--- src/rtl/fp_mul_pkg.sv ---
// fp_mul_pkg: shared types, flag indices and format constants for fp_mul_pipe
package fp_mul_pkg;
  typedef enum logic [1:0] {RM_RNE, RM_RTZ, RM_RDN, RM_RUP} rm_e;
  localparam int FLAG_INX = 0;
  localparam int FLAG_UNF = 1;
  localparam int FLAG_OVF = 2;
  localparam int FLAG_INV = 3;
  typedef struct packed {
    logic is_zero;
    logic is_sub;
    logic is_inf;
    logic is_nan;
    logic is_snan;
  } cls_t;
  function automatic int bias(input int ew);
    return (1 << (ew - 1)) - 1;
  endfunction
  function automatic logic [63:0] qnan(input int ew, input int fw);
    return (((64'd1 << ew) - 64'd1) << fw) | (64'd1 << (fw - 1));
  endfunction
  function automatic logic [63:0] max_fin(input int ew, input int fw);
    return (((64'd1 << ew) - 64'd2) << fw) | ((64'd1 << fw) - 64'd1);
  endfunction
endpackage

--- src/rtl/fp_lzc.sv ---
// fp_lzc: leading-zero counter; all-zero input returns W
module fp_lzc #(
  parameter int W = 22,
  parameter int CW = $clog2(W + 1)
) (
  input  logic [W-1:0]  val,
  output logic [CW-1:0] cnt
);
  always_comb begin
    cnt = CW'(W);
    for (int i = 0; i < W; i++) cnt = val[i] ? CW'(W - 1 - i) : cnt;
  end
endmodule

--- src/rtl/fp_mul_pipe.sv ---
// fp_mul_pipe: 4-stage parametrised FP multiplier with valid/ready; FP_MUL_FTZ_EN flushes subnormals to zero
module fp_mul_pipe import fp_mul_pkg::*; #(
  parameter int EXP_W = 5,
  parameter int FRAC_W = 10,
  parameter int TAG_W = 4
) (
  input  logic                    clk,
  input  logic                    rst_n,
  input  logic                    in_valid,
  output logic                    in_ready,
  input  logic [EXP_W+FRAC_W:0]   in_a,
  input  logic [EXP_W+FRAC_W:0]   in_b,
  input  logic [1:0]              in_rm,
  input  logic [TAG_W-1:0]        in_tag,
  output logic                    out_valid,
  input  logic                    out_ready,
  output logic [EXP_W+FRAC_W:0]   out_res,
  output logic [TAG_W-1:0]        out_tag,
  output logic [3:0]              out_flags
);
  localparam int W = EXP_W + FRAC_W + 1;
  localparam int M = FRAC_W + 1;
  localparam int P = 2 * M;
  localparam int LW = $clog2(P + 1);
  localparam int SW = EXP_W + LW + 2;
  localparam int BIAS = bias(EXP_W);
  localparam logic [W-1:0] QNAN = W'(qnan(EXP_W, FRAC_W));
  localparam logic [W-1:0] MAXF = W'(max_fin(EXP_W, FRAC_W));
  localparam logic [EXP_W-1:0] EMAX = '1;
  function automatic cls_t classify(input logic [W-1:0] x);
    cls_t c;
    c.is_inf = &x[W-2:FRAC_W] & ~|x[FRAC_W-1:0];
    c.is_nan = &x[W-2:FRAC_W] & |x[FRAC_W-1:0];
    c.is_snan = c.is_nan & ~x[FRAC_W-1];
    c.is_sub = ~|x[W-2:FRAC_W] & |x[FRAC_W-1:0];
`ifdef FP_MUL_FTZ_EN
    c.is_zero = ~|x[W-2:FRAC_W];
`else
    c.is_zero = ~|x[W-2:0];
`endif
    return c;
  endfunction
  logic adv;
  logic v1, v2, v3;
  assign adv = ~out_valid | out_ready;
  assign in_ready = adv;
  cls_t ca, cb;
  logic sign, nan, zinf, inf, spec;
  logic [W-1:0] sres;
  logic [3:0] sflg;
  always_comb begin
    ca = classify(in_a);
    cb = classify(in_b);
    sign = in_a[W-1] ^ in_b[W-1];
    nan = ca.is_nan | cb.is_nan;
    zinf = (ca.is_zero & cb.is_inf) | (ca.is_inf & cb.is_zero);
    inf = ca.is_inf | cb.is_inf;
    spec = nan | inf | ca.is_zero | cb.is_zero;
    sres = nan | zinf ? QNAN : inf ? {sign, EMAX, {FRAC_W{1'b0}}} : {sign, {(W-1){1'b0}}};
    sflg = '0;
    sflg[FLAG_INV] = zinf | ca.is_snan | cb.is_snan;
`ifdef FP_MUL_FTZ_EN
    sflg[FLAG_UNF] = ~(nan | inf) & (ca.is_sub | cb.is_sub);
    sflg[FLAG_INX] = ~(nan | inf) & (ca.is_sub | cb.is_sub);
`endif
  end
  logic s1_sign, s1_spec;
  logic [M-1:0] s1_ma, s1_mb;
  logic [EXP_W-1:0] s1_ea, s1_eb;
  logic [W-1:0] s1_sres;
  logic [3:0] s1_sflg;
  rm_e s1_rm;
  logic [TAG_W-1:0] s1_tag;
  logic s2_sign, s2_spec;
  logic [P-1:0] s2_prod;
  logic [EXP_W+1:0] s2_esum;
  logic [W-1:0] s2_sres;
  logic [3:0] s2_sflg;
  rm_e s2_rm;
  logic [TAG_W-1:0] s2_tag;
  logic [LW-1:0] lz;
  logic [SW-1:0] e;
  logic [P-1:0] nm, sig;
  logic tiny, stk;
`ifdef FP_MUL_FTZ_EN
  always_comb begin
    lz = LW'(~s2_prod[P-1]);
    nm = s2_prod << lz;
    e = {{(SW-EXP_W-2){s2_esum[EXP_W+1]}}, s2_esum} - SW'(lz);
    tiny = e[SW-1] | ~|e;
    sig = nm;
    stk = 1'b0;
  end
`else
  logic [SW-1:0] sh;
  logic far;
  fp_lzc #(.W(P), .CW(LW)) u_lzc (.val(s2_prod), .cnt(lz));
  // tiny results shift right into the subnormal range; anything past guard folds into sticky
  always_comb begin
    nm = s2_prod << lz;
    e = {{(SW-EXP_W-2){s2_esum[EXP_W+1]}}, s2_esum} - SW'(lz);
    tiny = e[SW-1] | ~|e;
    sh = SW'(1) - e;
    far = sh > SW'(M + 1);
    sig = ~tiny ? nm : far ? '0 : nm >> sh;
    stk = tiny & (far | |(nm & ~({P{1'b1}} << sh)));
  end
`endif
  logic s3_sign, s3_spec, s3_tiny, s3_stk;
  logic [P-1:0] s3_sig;
  logic [SW-1:0] s3_e;
  logic [W-1:0] s3_sres;
  logic [3:0] s3_sflg;
  rm_e s3_rm;
  logic [TAG_W-1:0] s3_tag;
  logic [M-1:0] mant;
  logic [M:0] mr;
  logic [SW-1:0] ef;
  logic g, st, up, ovf, sat;
  logic [W-1:0] res;
  logic [3:0] flg;
  always_comb begin
    mant = s3_sig[P-1 -: M];
    g = s3_sig[M-1];
    st = |s3_sig[M-2:0] | s3_stk;
    up = s3_rm == RM_RNE ? g & (st | mant[0]) :
         s3_rm == RM_RDN ? s3_sign & (g | st) :
         s3_rm == RM_RUP ? ~s3_sign & (g | st) : 1'b0;
    mr = {1'b0, mant} + (M+1)'(up);
    ef = s3_tiny ? SW'(mr[M-1]) : s3_e + SW'(mr[M]);
    ovf = ~s3_tiny & (ef >= SW'(2**EXP_W - 1));
    sat = s3_rm == RM_RTZ | (s3_rm == RM_RDN & ~s3_sign) | (s3_rm == RM_RUP & s3_sign);
    res = ovf ? (sat ? {s3_sign, MAXF[W-2:0]} : {s3_sign, EMAX, {FRAC_W{1'b0}}}) :
          {s3_sign, ef[EXP_W-1:0], mr[FRAC_W-1:0]};
    flg = '0;
    flg[FLAG_OVF] = ovf;
    flg[FLAG_UNF] = s3_tiny & (g | st);
    flg[FLAG_INX] = g | st | ovf;
`ifdef FP_MUL_FTZ_EN
    res = s3_tiny ? {s3_sign, {(W-1){1'b0}}} : res;
    flg[FLAG_UNF] = flg[FLAG_UNF] | s3_tiny;
    flg[FLAG_INX] = flg[FLAG_INX] | s3_tiny;
`endif
    res = s3_spec ? s3_sres : res;
    flg = s3_spec ? s3_sflg : flg;
  end
  always_ff @(posedge clk) begin
    if (!rst_n) begin
      v1 <= 1'b0;
      v2 <= 1'b0;
      v3 <= 1'b0;
      out_valid <= 1'b0;
      out_res <= '0;
      out_tag <= '0;
      out_flags <= '0;
    end else if (adv) begin
      v1 <= in_valid;
      v2 <= v1;
      v3 <= v2;
      out_valid <= v3;
      if (v3) begin
        out_res <= res;
        out_tag <= s3_tag;
        out_flags <= flg;
      end
    end
  end
  always_ff @(posedge clk) begin
    if (adv) begin
      s1_sign <= sign;
      s1_spec <= spec;
      s1_ma <= {|in_a[W-2:FRAC_W], in_a[FRAC_W-1:0]};
      s1_mb <= {|in_b[W-2:FRAC_W], in_b[FRAC_W-1:0]};
      s1_ea <= in_a[W-2:FRAC_W] | EXP_W'(~|in_a[W-2:FRAC_W]);
      s1_eb <= in_b[W-2:FRAC_W] | EXP_W'(~|in_b[W-2:FRAC_W]);
      s1_sres <= sres;
      s1_sflg <= sflg;
      s1_rm <= rm_e'(in_rm);
      s1_tag <= in_tag;
      s2_sign <= s1_sign;
      s2_spec <= s1_spec;
      s2_prod <= s1_ma * s1_mb;
      s2_esum <= (EXP_W+2)'(s1_ea) + (EXP_W+2)'(s1_eb) - (EXP_W+2)'(BIAS - 1);
      s2_sres <= s1_sres;
      s2_sflg <= s1_sflg;
      s2_rm <= s1_rm;
      s2_tag <= s1_tag;
      s3_sign <= s2_sign;
      s3_spec <= s2_spec;
      s3_tiny <= tiny;
      s3_stk <= stk;
      s3_sig <= sig;
      s3_e <= e;
      s3_sres <= s2_sres;
      s3_sflg <= s2_sflg;
      s3_rm <= s2_rm;
      s3_tag <= s2_tag;
    end
  end
endmodule
--- config.mk ---
export PLATFORM = sky130hd
export DESIGN_NAME = fp_mul_pipe
export DESIGN_NICKNAME = d
export VERILOG_FILES = /design/src/rtl/fp_mul_pkg.sv /design/src/rtl/fp_lzc.sv /design/src/rtl/fp_mul_pipe.sv
export SDC_FILE = /design/constraint.sdc
export NUM_CORES = 1
export LEC_CHECK = 0
export ABC_AREA = 0
export BUFFER_PORTS_ARGS = -buffer_cell sky130_fd_sc_hd__buf_2
export CORE_MARGIN = 10
export CORE_UTILIZATION = 45
export DETAILED_ROUTE_END_ITERATION = 8
export SYNTH_ARGS = -nofsm -noshare
export SYNTH_HDL_FRONTEND = slang
export SYNTH_HIERARCHICAL = 1
export SYNTH_SLANG_ARGS = --single-unit
--- constraint.sdc ---
create_clock -name clk -period 25.9 [get_ports clk]
set_clock_uncertainty 0.05 [all_clocks]
set_input_delay 7.77 -clock clk [delete_from_list [all_inputs] [get_ports clk]]
set_output_delay 7.77 -clock clk [all_outputs]
set_load 0.03 [all_outputs]
; Word level (Yosys, flattened, before mapping)
; Cells that the tools add are included.
[word_totals]
latch_bits = 0
ramBits = 0
out_inout_bits = 26
reg_bits = 196
wordCells = 147
memories = 0
mem_bits_ro = 0
[op_classes]
add_sub_neg = 6
muxes = 33
n_reduce_logical = 20
order_cmp = 2
eq_ne = 3
n_bitwise = 44
shift = 3
n_mul = 1
n_div = 0
[op_table]
columns = cell, count
row1 = 5-bit two-way mux, 21
row2 = 22-bit two-way mux, 2
row3 = 15-bit two-way mux, 2
row4 = 10-bit OR reduction, 3
row5 = 15-bit OR reduction, 2
row6 = 22-bit bitwise AND, 1
row7 = 11-bit by 11-bit multiplier with 22-bit output, 1
row8 = 22-bit inverter, 1
row9 = 22-bit OR reduction, 1
row10 = 22-bit by 12-bit << shifter with 22-bit output (first input constant), 1
row11 = 22-bit by 5-bit << shifter with 22-bit output, 1
row12 = 22-bit by 12-bit >> shifter with 22-bit output, 1
row13 = 1-bit bitwise OR, 18
row14 = 1-bit bitwise AND, 16
row15 = 16-bit two-way mux, 1
row16 = 11-bit by 1-bit adder with 12-bit output, 1
row17 = 12-bit by 1-bit adder with 12-bit output, 1
row18 = 12-bit by 5-bit greater-or-equal comparator with 1-bit output (second input constant), 1
row19 = 12-bit by 4-bit greater-than comparator with 1-bit output (second input constant), 1
row20 = 12-bit two-way mux, 1
row21 = 12-bit OR reduction, 1
row22 = 11-bit two-way mux, 1
row23 = 5-bit by 1-bit bitwise OR with 5-bit output, 2
row24 = 5-bit AND reduction, 2
row25 = 15 further kinds, 29

; Depth between registers and ports, before layout
[logic_depth]
ltp_word = 30
depth_mapped = 23
ltp_nobuf = 22

; By module
; The synthesis kept the hierarchy.
[by_module_without_submodules]
columns = mod, cells_per_inst, area_each_um2, n_inst
row1 = fp_mul_pipe, 1257, 12828.6, 1
row2 = fp_lzc, 42, 240.2, 1

; Worst setup path before layout
; Ideal clock, no wire load.
[synth_path]
kind = input -> output
from = input port out_ready
to = output port in_ready
arrival_time_ns = 11.777
setup_slack_ns = 6.303
stages = 2
path_cell_list = nand2b_1 -> clkbuf_1
[synth_via]
elab_chain_len = 1
[synth_rtl]
columns = element, line
row1 = from (decl), fp_mul_pipe.sv:16  ; input logic out_ready,
row2 = 1-bit bitwise OR, fp_mul_pipe.sv:45  ; assign adv = ~out_valid | out_ready;
row3 = to (decl), fp_mul_pipe.sv:10  ; output logic in_ready,
; Every way passes these cells.

; Worst setup path after layout
; Ends and elaborated chain as after synthesis.

==> run metrics <==
Cell Area, Synth approximately 13000 µm²; number of synthesized flops with an enable pin approximately 130; top-area cell type share of the netlist area approximately 30%; worst setup path end in_ready; Total GRT Usage 16.6%; TNS Setup 0 ns; Starting Density 45.5%; port bufs 67; Post-Syn Area per Cell approximately 10 µm²; Worst Tran Pin Value roughly 1.1 ns; post-synth cell types between 80 and 90; WP data arrival 8.85 ns; Compound-Gate Fraction of Synth Area between 10% and 20%; Row Count 62; final hold viol count 0; DRC errors left 0; leakage between 0.006 and 0.007 µW; DR iter-0 viols ~540; synth top area cells edfxtp_1 (30%), fa_1 (13%), ha_1 (7.7%), dfxtp_1 (4.3%), inv_1 (3.9%); Setup crit end kind primary output; most used routing layer met2; Post-Syn Instances around 1300; Die W about 190 µm; type of the tightest min-delay check register to register; CTS H-tree depth 4; Resized Gates After CTS 0; Setup crit start kind input port; syn_nets around 1500; Critical-path top delay cell nand2b_4; initial antenna violation count 0; RSZ-0062 raised after global routing no; Slew HR between 20 and 25%; # hold bufs at CTS 0; total number of vias about 9500; crit-path max FO between 60 and 70; met2 usage in global routing 29.3%; Syn-to-layout area delta 9.30%; worst-skew pair later-pin latency around 0.43 ns; XOR/XNOR Fraction of Synth Area under 10%; final WL around 30 mm; ant diodes 0; pin count of the biggest net entering global routing 78; required time of the critical path ~18 ns; Post-DP HPWL about 23 mm; DR vias/cell approximately 5.5; number of synthesized register bits 157; final worst setup slack about 9 ns; routed len/inst around 17 µm; Setup Crit Path Kind input port to primary output; dpl ws 9.22 ns; Congestion Overflow GR 0; core area roughly 29000 µm²; Final Slew Violations 0; Synth Flop Type edfxtp_1; ANT nets after route 0; simple-gate share of the synthesized area between 15 and 20%; synth warn 6; outcome finished, final reports clean; reg-to-reg critical path startpoint s2_prod[3]$_DFFE_PN_; M3 GR Usage under 10%; Setup Viol. Count Final 0; max cap viols 0; Post-Synth Adder-Cell Area between 20 and 25%; Yosys top cell by area edfxtp_1; most frequent CP cell buf_2; combinational family with the most area after synthesis adder cells; DRT Pass-1 Iters 5; R2R setup slack 19.50 ns; period utilization about 64%; clk root buf clkbuf_16; IO Count 68; post-synthesis mux area share 7.46%; post-layout min period approximately 17 ns; gpl congestion just over 0.9; fmax around 0.060 GHz; first-pass GRT wire length 49.1 mm; share of layout cells above drive strength 1 roughly an eighth; Longest Clk Path Bufs 2; Die Footprint ~36000 µm²; CTS sink cnt 157; clock edge transition at the registers on the reported setup and hold paths roughly 0.08 ns; CTS tree done; Final Util roughly 50%; VDD IR-drop max roughly 0.084 mV; Setup Fix Bufs, Post-CTS 0; Post-synth ARST share 0%; crit path from out_ready; die height approximately 190 µm; Inserted Clock Buffers 17; Reg2Reg Depth 19; fin nets approximately 1500; vias in the first global route around 9600; sequential fraction of the synthesis area 33.9%; crit-path max cell delay a little over 0.6 ns; crit path cell chain buf_2 -> nand2b_4 -> buf_2; leading cell types in the layout, fill and taps excluded nand2_1 (137), inv_1 (137), edfxtp_1 (129); Pwr Density around 140 nW/µm²; met1 GRT Util about a fifth; FF-to-FF End s3_sig[11]$_DFFE_PN_
==> report_power, final <==
part | total [µW] | switching [µW] | internal, µW
Sequential | 427 | 58.0 | 369
Combinational | 1350 | 800 | 551
Clock | 253 | 116 | 137
==> kinds of logic after synthesis <==
group,after synthesis
mux,68
fa+ha+maj,162
flops,157
simple gates,412
compound gates,250
xor+xnor,43
buf+inv,207
==> worst min path at each step <==
stage | to | cells past startpoint | slack (ns) | start
5_1_grt | s2_rm[1]$_DFFE_PN_ | 0 | 0.37 | s1_rm[1]$_DFFE_PN_
4_1_cts | s2_rm[1]$_DFFE_PN_ | 0 | 0.35 | s1_rm[1]$_DFFE_PN_
3_5_place_dp | s2_tag[1]$_DFFE_PN_ | 0 | 0.35 | s1_tag[1]$_DFFE_PN_
6_report | s2_rm[1]$_DFFE_PN_ | 0 | 0.35 | s1_rm[1]$_DFFE_PN_
2_1_floorplan | s2_rm[0]$_DFFE_PN_ | 0 | 0.35 | s1_rm[0]$_DFFE_PN_
3_3_place_gp | s2_rm[0]$_DFFE_PN_ | 0 | 0.35 | s1_rm[0]$_DFFE_PN_
==> area by class of cell <==
class / count / area [µm²]
flip-flops and latches: 157 / 4430
clock inverters: 13 / 134
multi-input cells: 935 / 7830
fillers: 2703 / 14400
well taps: 384 / 480
clock buffers: 19 / 464
inverters: 142 / 533
repair buffers: 77 / 410
==> sequential cells by signal, indices dropped and copies added, names as in the netlist, 3 cells and up <==
name	flops
s2_prod	22
s3_sig	22
out_res	16
s1_ma	11
s1_mb	11
s3_e	8
s2_esum	7
s1_ea	5
s1_eb	5
out_flags	4
out_tag	4
s1_tag	4
s2_tag	4
s3_tag	4
s1_sres	3
s2_sres	3
s3_sres	3
==> cells in the mapped netlist, drive strengths merged, types with 29 or more instances <==
| cell | n |
|---|---|
| and2 | 64 |
| mux2i | 34 |
| fa | 82 |
| xnor2 | 29 |
| inv | 141 |
| nand2 | 138 |
| o21ai | 40 |
| a21oi | 64 |
| edfxtp | 129 |
| ha | 80 |
| clkbuf | 50 |
| nor2 | 74 |
==> per-stage QoR <==
stage	total power, µW	instances	area (µm²)	hold slack, ns
floorplan	1460	1299	13100	0.350
global placement	1740	1695	13700	0.351
detailed placement	1760	1695	13700	0.355
CTS	2030	1727	14300	0.355
global route	2200	1727	14300	0.373
finish	2030	1727	14300	0.353
==> worst max-delay path: cells and delay by family <==
family / cells / cell delay (ns)
buf+inv: 2 / 0.41
simple gates: 1 / 0.61
==> routing by layer <==
metal  routed length, µm  share of wire, %
met1               12800                43
met2               15500                52
met3                1040               3.5
met4                 352               1.2
met5                   0                 0
Note: power is estimated with default switching activity, not from simulation.
